--- config.mk ---
export PLATFORM = sky130hd
export DESIGN_NAME = cordic_engine
export DESIGN_NICKNAME = d
export VERILOG_FILES = /design/src/rtl/cordic_pkg.sv /design/src/rtl/cordic_atan_lut.sv /design/src/rtl/cordic_engine.sv
export SDC_FILE = /design/constraint.sdc
export NUM_CORES = 1
export LEC_CHECK = 0
export CORE_ASPECT_RATIO = 2
export CORE_MARGIN = 4
export CORE_UTILIZATION = 50
export CTS_CLUSTER_DIAMETER = 60
export DETAILED_ROUTE_END_ITERATION = 6
export PLACE_DENSITY = 0.75
export SETUP_SLACK_MARGIN = 0.15
export SLEW_MARGIN = 30
export SYNTH_ARGS = -nofsm -noshare
export SYNTH_HDL_FRONTEND = slang
export SYNTH_SLANG_ARGS = --single-unit
--- constraint.sdc ---
create_clock -name clk -period 8.4 [get_ports clk]
set_input_delay 2.1 -clock clk [delete_from_list [all_inputs] [get_ports clk]]
set_output_delay 2.1 -clock clk [all_outputs]
set_load 0.005 [all_outputs]
--- src/rtl/cordic_pkg.sv ---
// cordic_pkg
//   Shared definitions for the iterative CORDIC engine:
//   - cordic_state_e : controller states (IDLE, RUN, DONE)
//   - MODE_ROT/MODE_VEC : operating mode encodings
//   - ATAN_Q30 : atan(2^-i) for i = 0..31, rounded, in Q2.30
package cordic_pkg;

    typedef enum logic [1:0] {
        IDLE = 2'd0,
        RUN  = 2'd1,
        DONE = 2'd2
    } cordic_state_e;

    localparam logic MODE_ROT = 1'b0;
    localparam logic MODE_VEC = 1'b1;

    // round(atan(2^-i) * 2^30). From i = 11 on the angle equals 2^-i to
    // within half an LSB, so the entries become exact powers of two.
    localparam logic [31:0] ATAN_Q30 [32] = '{
        32'h3243F6A9, 32'h1DAC6705, 32'h0FADBAFD, 32'h07F56EA7,
        32'h03FEAB77, 32'h01FFD55C, 32'h00FFFAAB, 32'h007FFF55,
        32'h003FFFEB, 32'h001FFFFD, 32'h00100000, 32'h00080000,
        32'h00040000, 32'h00020000, 32'h00010000, 32'h00008000,
        32'h00004000, 32'h00002000, 32'h00001000, 32'h00000800,
        32'h00000400, 32'h00000200, 32'h00000100, 32'h00000080,
        32'h00000040, 32'h00000020, 32'h00000010, 32'h00000008,
        32'h00000004, 32'h00000002, 32'h00000001, 32'h00000000
    };

endpackage

--- src/rtl/cordic_atan_lut.sv ---
// cordic_atan_lut
//   Combinational arctangent table for the CORDIC micro-rotations.
//   Ports:
//     index [4:0]        - micro-rotation number i
//     angle [WIDTH-1:0]  - atan(2^-i) in Q2.(WIDTH-2)
//   Narrower widths are derived from the Q2.30 table by a rounding
//   right shift (add half an output LSB, then shift).
module cordic_atan_lut
    import cordic_pkg::*;
#(
    parameter int WIDTH = 32
) (
    input  logic [4:0]       index,
    output logic [WIDTH-1:0] angle
);

    localparam int SHIFT = 32 - WIDTH;

    generate
        if (SHIFT == 0) begin : g_full
            assign angle = ATAN_Q30[index];
        end else begin : g_round
            // Largest entry is below 2^30, so the rounding add cannot carry out.
            logic [31:0] sum;
            logic        lut_unused;
            assign sum        = ATAN_Q30[index] + (32'd1 << (SHIFT - 1));
            assign angle      = sum[31:SHIFT];
            assign lut_unused = ^sum[SHIFT-1:0];
        end
    endgenerate

endmodule

--- src/rtl/cordic_engine.sv ---
// cordic_engine
//   Iterative (one micro-rotation per clock) CORDIC in rotation or
//   vectoring mode. No gain compensation: x/y results carry gain K.
//   Ports:
//     clk, rst_n                 - clock, asynchronous active-low reset
//     mode                       - 0 rotation, 1 vectoring (sampled on accept)
//     x_in, y_in, z_in           - signed Q2.(WIDTH-2) operands
//     in_valid / in_ready        - operand handshake
//     x_out, y_out, z_out        - registered signed Q2.(WIDTH-2) results
//     out_valid / out_ready      - result handshake
//     busy                       - high while iterating
//     dbg_state_o                - current controller state
//
//   Handshakes: a transfer happens on a rising edge where valid and ready
//   are both high. in_ready is high only in IDLE, out_valid only in DONE;
//   x_out/y_out/z_out hold stable while out_valid waits for out_ready, and
//   the edge that releases DONE never also accepts new operands.
module cordic_engine
    import cordic_pkg::*;
#(
    parameter int WIDTH = 32,
    parameter int ITER  = 24
) (
    input  logic                    clk,
    input  logic                    rst_n,
    input  logic                    mode,
    input  logic signed [WIDTH-1:0] x_in,
    input  logic signed [WIDTH-1:0] y_in,
    input  logic signed [WIDTH-1:0] z_in,
    input  logic                    in_valid,
    output logic                    in_ready,
    output logic signed [WIDTH-1:0] x_out,
    output logic signed [WIDTH-1:0] y_out,
    output logic signed [WIDTH-1:0] z_out,
    output logic                    out_valid,
    input  logic                    out_ready,
    output logic                    busy,
    output logic [1:0]              dbg_state_o
);

    localparam logic [4:0] LAST_ITER = 5'(ITER - 1);

    cordic_state_e state_q, state_d;
    logic [4:0]    i_q, i_d;
    logic          mode_q, mode_d;
    logic signed [WIDTH-1:0] x_q, x_d, y_q, y_d, z_q, z_d;
    logic signed [WIDTH-1:0] xo_q, xo_d, yo_q, yo_d, zo_q, zo_d;

    logic accept;
    logic last_iter;
    logic d_pos;
    logic signed [WIDTH-1:0] x_sh, y_sh, atan_w;
    logic signed [WIDTH-1:0] x_step, y_step, z_step;

    assign accept    = in_valid && (state_q == IDLE);
    assign last_iter = (i_q == LAST_ITER);

    cordic_atan_lut #(.WIDTH(WIDTH)) u_atan (
        .index (i_q),
        .angle (atan_w)
    );

    // ---------------- FSM: state register ----------------
    always_ff @(posedge clk or negedge rst_n) begin
        if (!rst_n) begin
            state_q <= IDLE;
        end else begin
            state_q <= state_d;
        end
    end

    // ---------------- FSM: next state ----------------
    always_comb begin
        state_d = state_q;
        case (state_q)
            IDLE:    if (in_valid)  state_d = RUN;
            RUN:     if (last_iter) state_d = DONE;
            DONE:    if (out_ready) state_d = IDLE;
            default: state_d = IDLE;
        endcase
    end

    // ---------------- FSM: outputs ----------------
    always_comb begin
        in_ready    = (state_q == IDLE);
        busy        = (state_q == RUN);
        out_valid   = (state_q == DONE);
        dbg_state_o = state_q;
    end

    // ---------------- shared micro-rotation datapath ----------------
    // d_pos means d = +1. Rotation drives z toward 0, vectoring drives y
    // toward 0; one add/sub per coordinate serves every iteration.
    always_comb begin
        x_sh = x_q >>> i_q;
        y_sh = y_q >>> i_q;
        if (mode_q == MODE_ROT) begin
            d_pos = ~z_q[WIDTH-1];
        end else begin
            d_pos = y_q[WIDTH-1];
        end
        x_step = d_pos ? (x_q - y_sh)   : (x_q + y_sh);
        y_step = d_pos ? (y_q + x_sh)   : (y_q - x_sh);
        z_step = d_pos ? (z_q - atan_w) : (z_q + atan_w);
    end

    always_comb begin
        x_d    = x_q;
        y_d    = y_q;
        z_d    = z_q;
        i_d    = i_q;
        mode_d = mode_q;
        xo_d   = xo_q;
        yo_d   = yo_q;
        zo_d   = zo_q;
        if (accept) begin
            x_d    = x_in;
            y_d    = y_in;
            z_d    = z_in;
            mode_d = mode;
            i_d    = '0;
        end else if (state_q == RUN) begin
            x_d = x_step;
            y_d = y_step;
            z_d = z_step;
            i_d = i_q + 5'd1;
            // The final micro-rotation goes straight into the result registers.
            if (last_iter) begin
                xo_d = x_step;
                yo_d = y_step;
                zo_d = z_step;
            end
        end
    end

    always_ff @(posedge clk or negedge rst_n) begin
        if (!rst_n) begin
            x_q    <= '0;
            y_q    <= '0;
            z_q    <= '0;
            i_q    <= '0;
            mode_q <= MODE_ROT;
            xo_q   <= '0;
            yo_q   <= '0;
            zo_q   <= '0;
        end else begin
            x_q    <= x_d;
            y_q    <= y_d;
            z_q    <= z_d;
            i_q    <= i_d;
            mode_q <= mode_d;
            xo_q   <= xo_d;
            yo_q   <= yo_d;
            zo_q   <= zo_d;
        end
    end

    assign x_out = xo_q;
    assign y_out = yo_q;
    assign z_out = zo_q;

endmodule

---- Word-level counts from Yosys, hierarchy flattened ----
Memory sizes are Yosys's and may differ from the RTL's.
Index checks and enable logic that the tools add are counted.
W data, S select, Z words.
operators by class
  mux-type cells .......................... 18
  divide/modulo/power cells ............... 0
  bitwise operators ....................... 3
  magnitude comparators ................... 1
  eq/ne operators ......................... 6
  reductions and logical operators ........ 5
  shifts and indexed selects .............. 2
  add/sub/neg operators ................... 7
  multipliers ............................. 0
operators by type and width
  cell                   number
  $mux W32               11
  $add A32 B32 Y32       3
  $sub A32 B32 Y32       3
  $sshr A32 B5 Y32       2
  $mux W5                2
  $ge A6 B6 Y1 const B   1
  $mux W2                3
  $not A5 Y6             1
  $pmux W2 S3            1
  $reduce_and A3 Y1      2
  $add A5 B1 Y5 const B  1
  $eq A5 B5 Y1 const B   1
  $ne A2 B1 Y1 const B   2
  $eq A2 B1 Y1 const B   1
  $eq A2 B2 Y1 const B   1
  $logic_not A2 Y1       1
  $ne A2 B2 Y1 const B   1
  $not A1 Y1             2
  $reduce_bool A2 Y1     1
  $logic_and A1 B1 Y1    1
  $mux W1                1
storage, ports and cells
  output and inout port bits .............. 101
  memory bits (read-only) ................. 1024
  bits of input ports ..................... 101
  word-level logic and storage cells ...... 52
  bits in latches ......................... 0
  memories ................................ 1
  flip-flop bits (word level) ............. 200
  bits in writable memories ............... 0
memories
  memory           depth  bits a word  read ports  clocked after Yosys merged registers in  write ports  line                   source
  (no name shown)  32     32           1           0                                        0            cordic_atan_lut.sv:21  assign angle = ATAN_Q30[index];

---- Depth between registers and ports, before layout ----
Gate-level depths: netlist (run 1).
  depth after elaboration ................. 8
  gate-level depth with buffers ........... 33
  gate-level depth less buffers ........... 28

---- Hierarchy ----
A second synthesis (run 1) with hierarchy kept.
unflattened totals
  cells, all modules ...................... 2261
  area, all modules ....................... 19607.6 µm²
modules (own cells, without submodules)
  module           area each (µm²)  cells an instance  seq. area each (µm²)  instances
  cordic_engine    18809.3          2134               5004.8                1
  cordic_atan_lut  798.3            127                0.0                   1

---- Worst setup path before layout (run 1) ----
No wires, ideal clock.
  path type ............................... reg-to-reg
  from .................................... register i_q[1]
  to ...................................... register z_q[31]
  data arrival time ....................... 6.051 ns
  slack ................................... 2.213 ns
  period minus slack after synthesis ...... 6.187 ns
  required time ........................... 8.263 ns
  stages on the path, launching flop included .. 32
  path buffers ............................ 4
  library setup time ...................... 0.137 ns
  cell sequence ........................... dfrtp_1 -> buf_2 -> clkinv_1 -> clkbuf_1 -> buf_1 -> ha_1 -> clkbuf_1 -> nor2_1 -> o21a_1 -> a31o_2 -> inv_1 -> ha_1 -> inv_1 -> or2_2 -> nor2_1 -> nand3_1 -> or2_2 -> nand2b_1 -> inv_1 -> a31oi_1 -> xnor2_1 -> ha_1 -> a21oi_1 -> nand2_1 -> a21o_1 -> a21o_1 -> a21o_1 -> a21oi_1 -> o21ai_0 -> a211oi_1 -> xnor2_1 -> o21ai_0
on the way
  word-level cells in the longest chain between the ends .. 8
  elaborated cells on any way between the ends .. 9
  those cells by class .................... 2 x add/sub; 5 x mux; 1 x bitwise; 1 x memory
ends and longest elaborated chain
  item                                                         line                   source
  start: declaration                                           cordic_engine.sv:44    logic [4:0] i_q, i_d;
  start signal: assignment                                     cordic_engine.sv:150   i_q <= i_d;
  $not A5 Y6 (implied by the code) (*)                         cordic_atan_lut.sv:21
  $mem_v2 Z32 W32 (*)                                          --
  $mux W32 (implied by the code) (*) (2 in a row)              cordic_atan_lut.sv:21
  $add A32 B32 Y32 / $sub A32 B32 Y32 (equally long branches)  cordic_engine.sv:104   z_step = d_pos ? (z_q - atan_w) : (z_q + atan_w);
  $mux W32 (*)                                                 cordic_engine.sv:104
  $mux W32 (*)                                                 cordic_engine.sv:122   end else if (state_q == RUN) begin
  $mux W32 (*)                                                 cordic_engine.sv:116   if (accept) begin
  end signal: assignment                                       cordic_engine.sv:149   z_q <= z_d;
  end: declaration                                             cordic_engine.sv:46    logic signed [WIDTH-1:0] x_q, x_d, y_q, y_d, z_q, z_d;
Mark *: on every way between the ends. The rest lies on a longest branch, timed or not. The select of a mux whose other input is x is not followed.
A chain may end at the register's enable or synchronous reset.

---- Worst setup path after layout (run 1) ----
  from .................................... register i_q[0]
  to ...................................... register xo_q[31] (netlist: x_out[31])
on the way
  word-level cells in the longest chain between the ends .. 3
  elaborated cells on any way between the ends .. 6
  those cells by class .................... 2 x add/sub; 1 x eq/ne; 1 x shift; 1 x mux; 1 x reduce/logical
ends and longest elaborated chain
  item                                                         line                  source
  $sshr A32 B5 Y32                                             cordic_engine.sv:96   y_sh = y_q >>> i_q;
  $add A32 B32 Y32 / $sub A32 B32 Y32 (equally long branches)  cordic_engine.sv:102  x_step = d_pos ? (x_q - y_sh) : (x_q + y_sh);
  $mux W32                                                     cordic_engine.sv:102
  end signal: assignment                                       cordic_engine.sv:152  xo_q <= xo_d;
  end: declaration                                             cordic_engine.sv:47   logic signed [WIDTH-1:0] xo_q, xo_d, yo_q, yo_d, zo_q, zo_d;
Parallel ways exist; a longest one is shown, timed or not.

==> results of run 1 <==
-- cells in the mapped netlist, types with 10 or more instances --
cell type,n
o21a_1,23
nand2_1,363
xor2_1,69
nand3_1,28
buf_2,22
a22oi_1,101
or2_2,22
nor3_1,32
xnor2_1,100
nor2_1,144
a21o_1,50
o21ai_0,222
o21bai_1,16
mux2_2,34
dfrtp_1,200
nor2b_1,20
ha_1,113
and3_1,16
clkbuf_1,90
o221ai_1,10
mux2i_1,46
inv_1,41
a31oi_1,16
o22ai_1,30
and2_1,16
a211oi_1,17
mux4_2,73
a221oi_1,14
a21oi_1,115
buf_1,26
o31ai_1,15
nand2b_1,26
-- cell families after synthesis --
group | synth area share [%]
buffers and inverters | 4.13
and+or+nand+nor | 16.1
adders and majority gates | 7.63
xor gates and xnor gates | 7.66
DFF | 25.9
AOI/OAI and AO/OA | 24.3
muxes | 14.3
-- area by class of cell --
| cell class | count | area [um2] | area share [%] |
|---|---|---|---|
| multi-input cells | 1872 | 13600 | 58.9 |
| flip-flops and latches | 200 | 5020 | 21.8 |
| repair buffers | 321 | 2970 | 12.9 |
| well taps | 515 | 644 | 2.80 |
| clock buffers | 17 | 425 | 1.85 |
| clock inverters | 15 | 229 | 0.995 |
| inverters | 44 | 165 | 0.717 |
| diodes | 1 | 2.50 | 0.0109 |
-- per-stage QoR --
| step | hold WS [ns] | cells | cell area [um2] | setup slack [ns] |
|---|---|---|---|---|
| after CTS | 0.482 | 2982 | 23000 | 1.22 |
| after floorplan | 0.469 | 2261 | 19300 | 2.21 |
| after detailed placement | 0.461 | 2950 | 22300 | 1.26 |
| after global routing | 0.503 | 2984 | 23000 | 0.633 |
| final | 0.478 | 2985 | 23000 | 1.02 |
| after global placement | 0.456 | 2950 | 22300 | 1.35 |
-- worst register-to-register path, cell delays in order (launching register included) --
cell and delay [ns]:
dfrtp_4 1.05, buf_4 0.37, mux4_1 0.57, mux2_2 0.33
a211oi_2 0.42, nand3_1 0.15, or2_1 0.30, or4b_4 0.52
nor4_2 0.52, o211ai_1 0.33, nand2_1 0.13, o21ai_0 0.09
o22ai_1 0.52, buf_4 0.23, ha_1 0.26, nand2_1 0.09
nand2_1 0.07, a21oi_1 0.19, nor2b_1 0.08, nor2_1 0.18
o21ai_0 0.12, a211oi_1 0.23, buf_4 0.22, xnor2_1 0.17
o21ai_1 0.09
-- layer usage --
| metal | up-vias | global-route usage [%] |
|---|---|---|
| met3 | 397 | 7.02 |
| met2 | 1114 | 70.9 |
| met4 | 0 | 37.7 |
| li1 | 8696 | - |
| met5 | - | 0 |
| met1 | 9613 | 40.0 |
-- how the worst min path moves through the flow --
stage          depth (start not counted)   endpoint
3_3_place_gp                           2  z_out[15]
6_report                               2  z_out[19]
2_1_floorplan                          2    z_q[11]
5_1_grt                                2  z_out[18]
3_5_place_dp                           2  z_out[19]
4_1_cts                                2  z_out[15]
-- flip-flops by register name, indices dropped and copies added, names as in the netlist --
register	cells
y_out	32
z_out	32
x_out	32
x_q	32
dbg_state_o	2
i_q	5
y_q	32
z_q	32
mode_q	1
==> results_dict.tcl, run 1 <==
set metrics [dict create \
    synthTopCellsByArea "dfrtp_1 (26%), mux4_2 (8.5%), ha_1 (7.3%), nand2_1 (7.1%), o21ai_0 (5.8%)" \
    yosysTopAreaCellShare_pct 25.9 \
    met2_length_um 43500 \
    yosysTopAreaCell "dfrtp_1" \
    wl_met1_um 27100 \
    clk_latency_ns 0.49 \
    cp.arrival_ns 7.72 \
    die_x_um 147 \
    yosys_warnings 0 \
    viasPerCell 6.64 \
    num-nets-final 2673 \
    cts.path.max_buffers 2 \
    synth-seq-cells 200 \
    holdCritStartpoint "z_out[19]" \
    chipHeight_um 286 \
    cts_made_buffers 17 \
    initial_core_util_pct 50.8 \
    wl_met3_um 5740 \
    syn_area_mm2 0.0193 \
    path_class "reg -> reg" \
    maxCapViolCount 0 \
    synth-edff-count 0 \
    drtAntennaViolNets 0 \
    post-cts-setup-buffer-count 0 \
    postRouteWirelength_um 86600 \
    grt_usage_pct 40.5 \
    coreArea_mm2 0.0380 \
    area_growth_pct 19.1 \
    hpwl_um 66800 \
    cp_max_fo 57 \
    r2r_slack_ns 1.02 \
    cts_tree "done" \
    globalplace.congestion 1.06 \
    cts.htree.levels 4 \
    synthCells 2261 \
    placementRows 101 \
    synth_cell_types 86 \
    via_count 19800 \
    cts-root-buf "clkbuf_16" \
    drive_above_1_share_pct 12.9 \
    skew_ns 0.0227 \
    antenna_found_initial 2 \
    cts-resized-gates 0 \
    finalSetupTns_ns 0 \
    holdCritPathClass "reg -> reg" \
    hold_viol 0 \
    final_max_slew_viol_count 0 \
    grt_max_degree 98 \
    slew_headroom_pct 34.1 \
    worst_pin_slew_ns 0.961 \
    clkSinkCount 200 \
    dr.pass1.iters 5 \
    cp.depth 24 \
    setup_violations 0 \
    path_clk_slew_ns 0.09 \
    pin_count 202 \
    drc 0 \
    portBuffers 201 \
    rr_endpoint "x_out[31]" \
    synth.net_count 2478 \
    fin_crit_ns 7.38 \
    crit_path_end_kind "flop" \
    critPathLaunch "i_q[0]" \
    required_ns 8.74 \
    reg2reg_depth 24 \
    top_layer_used "met4" \
    cp_slowest_cell "dfrtp_4" \
    avgSynthCellArea_um2 8.55 \
    nFillCells 3412 \
    critPathCapture "x_out[31]" \
    crit_family "simple AND/OR/NAND/NOR gates" \
    rsz0062_at_grt "no" \
    ys_seq_area_share_pct 25.9 \
    critPathBufInv 3 \
    grt_pass1_vias 20100 \
    grt.overflow.total 0 \
    synthArstFlopShare_pct 100 \
    ctsHoldBuffers 0 \
    path_cells "buf_4, mux4_1, mux2_2, a211oi_2, nand3_1, or2_1, or4b_4, nor4_2, o211ai_1, nand2_1, o21ai_0, o22ai_1, buf_4, ha_1, nand2_1, nand2_1, a21oi_1, nor2b_1, nor2_1, o21ai_0, a211oi_1, buf_4, xnor2_1, o21ai_1" \
    status "finished, final reports clean" \
    final.period_utilization_pct 87.8 \
    die_area_mm2 0.0420 \
    wl_per_cell_um 29.0 \
    grt_pass1_wl_um 128000 \
    final_util_pct 60.5 \
    mostFrequentLayoutCells "nand2_1 (362), o21ai_0 (222), clkdlybuf4s50_1 (200), dfrtp_1 (195), nor2_1 (142)" \
    layout_commonest_cell "nand2_1" \
    synth_flop_cell "dfrtp_1" \
    r2r_start "i_q[0]" \
    slowest_delay_ns 1.05 \
    fmax_mhz 136 \
    worst_setup_path_start_kind "flop" \
    initialDrtViolationCount 1709 \
]
Power of run 1 is not shown: default switching activity piles up to over one toggle a cycle in this logic, so the estimate is an artifact.
==> run 2: changes to the inputs <==
--- a/config.mk
+++ b/config.mk
@@ -12,7 +12,7 @@
 export DETAILED_ROUTE_END_ITERATION = 6
 export PLACE_DENSITY = 0.75
 export SETUP_SLACK_MARGIN = 0.15
-export SLEW_MARGIN = 30
+export SLEW_MARGIN = 20
 export SYNTH_ARGS = -nofsm -noshare
 export SYNTH_HDL_FRONTEND = slang
 export SYNTH_SLANG_ARGS = --single-unit
==> run 2 against run 1 <==
- cell count barely moved
- non-clock buffer count shrank 2
- critical path depth did not move
- flip-flop and latch count unchanged
- via count is 0.12% higher
- first-iteration DRC count up 9.2%
- clock-buffer cell count is the same
- die area unchanged
- clock skew about the same
- critical endpoint unchanged
==> results_dict.tcl, run 2 (synthesized netlist as in run 1, its figures left out) <==
set metrics [dict create \
    status "finished, final reports clean" \
    mostFrequentLayoutCells "nand2_1 (362), o21ai_0 (222), clkdlybuf4s50_1 (200), dfrtp_1 (195), nor2_1 (142)" \
    placementRows 101 \
    cp_max_fo 85 \
    cts-resized-gates 0 \
    dr.pass1.iters 5 \
    grt_max_degree 98 \
    fin_crit_ns 7.52 \
    chipHeight_um 286 \
    clk_latency_ns 0.49 \
    post-cts-setup-buffer-count 0 \
    initialDrtViolationCount 1866 \
    pin_count 202 \
    seq_area_mm2 0.00502 \
    grt_usage_pct 40.5 \
    hpwl_um 66800 \
    finalSetupTns_ns 0 \
    clkSinkCount 200 \
    worst_pin_slew_ns 1.07 \
    ctsHoldBuffers 0 \
    holdCritStartpoint "z_out[15]" \
    drtAntennaViolNets 0 \
    layout_commonest_cell "nand2_1" \
    fmax_mhz 133 \
    coreArea_mm2 0.0380 \
    postRouteWirelength_um 86500 \
    r2r_start "i_q[2]" \
    cts_made_buffers 17 \
    rr_endpoint "x_out[31]" \
    rsz0062_at_grt "no" \
    setup_violations 0 \
    num-nets-final 2671 \
    wl_per_cell_um 29.0 \
    via_count 19800 \
    holdCritPathClass "reg -> reg" \
    viasPerCell 6.65 \
    antenna_found_initial 2 \
    drive_above_1_share_pct 12.8 \
    path_clk_slew_ns 0.09 \
    cts_tree "done" \
    cp.arrival_ns 7.86 \
    grt_pass1_wl_um 128000 \
    required_ns 8.74 \
    die_x_um 147 \
    cts-root-buf "clkbuf_16" \
    area_growth_pct 18.9 \
    final_max_slew_viol_count 0 \
    cts.htree.levels 4 \
    cts.path.max_buffers 2 \
    multi_input_area_mm2 0.0136 \
    reg2reg_depth 24 \
    globalplace.congestion 1.06 \
    min_to "z_out[15]" \
    worst_setup_path_start_kind "flop" \
    die_area_mm2 0.0420 \
    r2r_slack_ns 0.88 \
    nFillCells 3421 \
    path_class "reg -> reg" \
    portBuffers 201 \
    final.period_utilization_pct 89.5 \
    grt_pass1_vias 20100 \
    crit_path_end_kind "flop" \
    hold_path_depth 2 \
    grt.overflow.total 0 \
    hold_viol 0 \
    drc 0 \
    initial_core_util_pct 50.8 \
    slew_headroom_pct 29.0 \
    maxCapViolCount 0 \
    skew_ns 0.0224 \
]
==> run 2: changes by cell type in the layout (fill, tap and decap cells not counted), sizes merged <==
cell / previous run / this run
buf: 120 / 118
==> run 2: worst max path at each step <==
stage                 from         to  slack [ns]  cells after the start
floorplan           i_q[1]    z_q[31]        2.21                     31
global placement    i_q[2]  x_out[31]        1.35                     24
detailed placement  i_q[2]  x_out[31]        1.26                     24
CTS                 i_q[2]  x_out[31]        1.22                     24
global route        i_q[2]  x_out[31]        0.56                     24
finish              i_q[2]  x_out[31]        0.88                     24
==> run 2: critical path: stages, from the launching register on <==
cell and delay, ns:
dfrtp_4 1.13, buf_4 0.39, mux2_2 0.37, mux4_2 0.52, a32oi_1 0.30, o211a_1 0.27, and4_1 0.29, or4b_4 0.51
nor4_2 0.50, o211ai_1 0.32, nand2_1 0.13, o21ai_0 0.09, o22ai_1 0.60, buf_4 0.24, ha_1 0.26, nand2_1 0.08
nand2_1 0.07, a21oi_1 0.19, nor2b_1 0.08, nor2_1 0.17, o21ai_0 0.12, a211oi_1 0.23, buf_4 0.22, xnor2_1 0.17
o21ai_1 0.09
==> run 2: per-stage QoR <==
stage | utilization, % | hold WS, ns | std cells | setup slack, ns | instance area, um2
3_5_place_dp | 58.6 | 0.461 | 2950 | 1.26 | 22300
2_1_floorplan | - | 0.469 | 2261 | 2.21 | 19300
3_3_place_gp | 58.6 | 0.456 | 2950 | 1.35 | 22300
5_1_grt | 60.4 | 0.503 | 2982 | 0.556 | 23000
6_report | 60.4 | 0.478 | 2983 | 0.882 | 23000
4_1_cts | 60.4 | 0.482 | 2982 | 1.22 | 23000
==> run 2: per-layer routing <==
| layer | GRT usage (%) | vias up | wire length, um |
|---|---|---|---|
| li1 | - | 8705 | - |
| met1 | 40.0 | 9623 | 27000 |
| met2 | 70.9 | 1109 | 43500 |
| met3 | 7.02 | 406 | 5680 |
| met4 | 37.7 | 0 | 10300 |
| met5 | 0 | - | 0 |
==> run 2: area by class of cell <==
class | instances | area share, %
diodes | 1 | 0.0109
clock buffers | 17 | 1.85
well taps | 515 | 2.81
inverters | 44 | 0.719
repair buffers | 319 | 12.7
flip-flops and latches | 200 | 21.8
clock inverters | 15 | 0.997
multi-input cells | 1872 | 59.0
Power of run 2 is left out for the same reason.
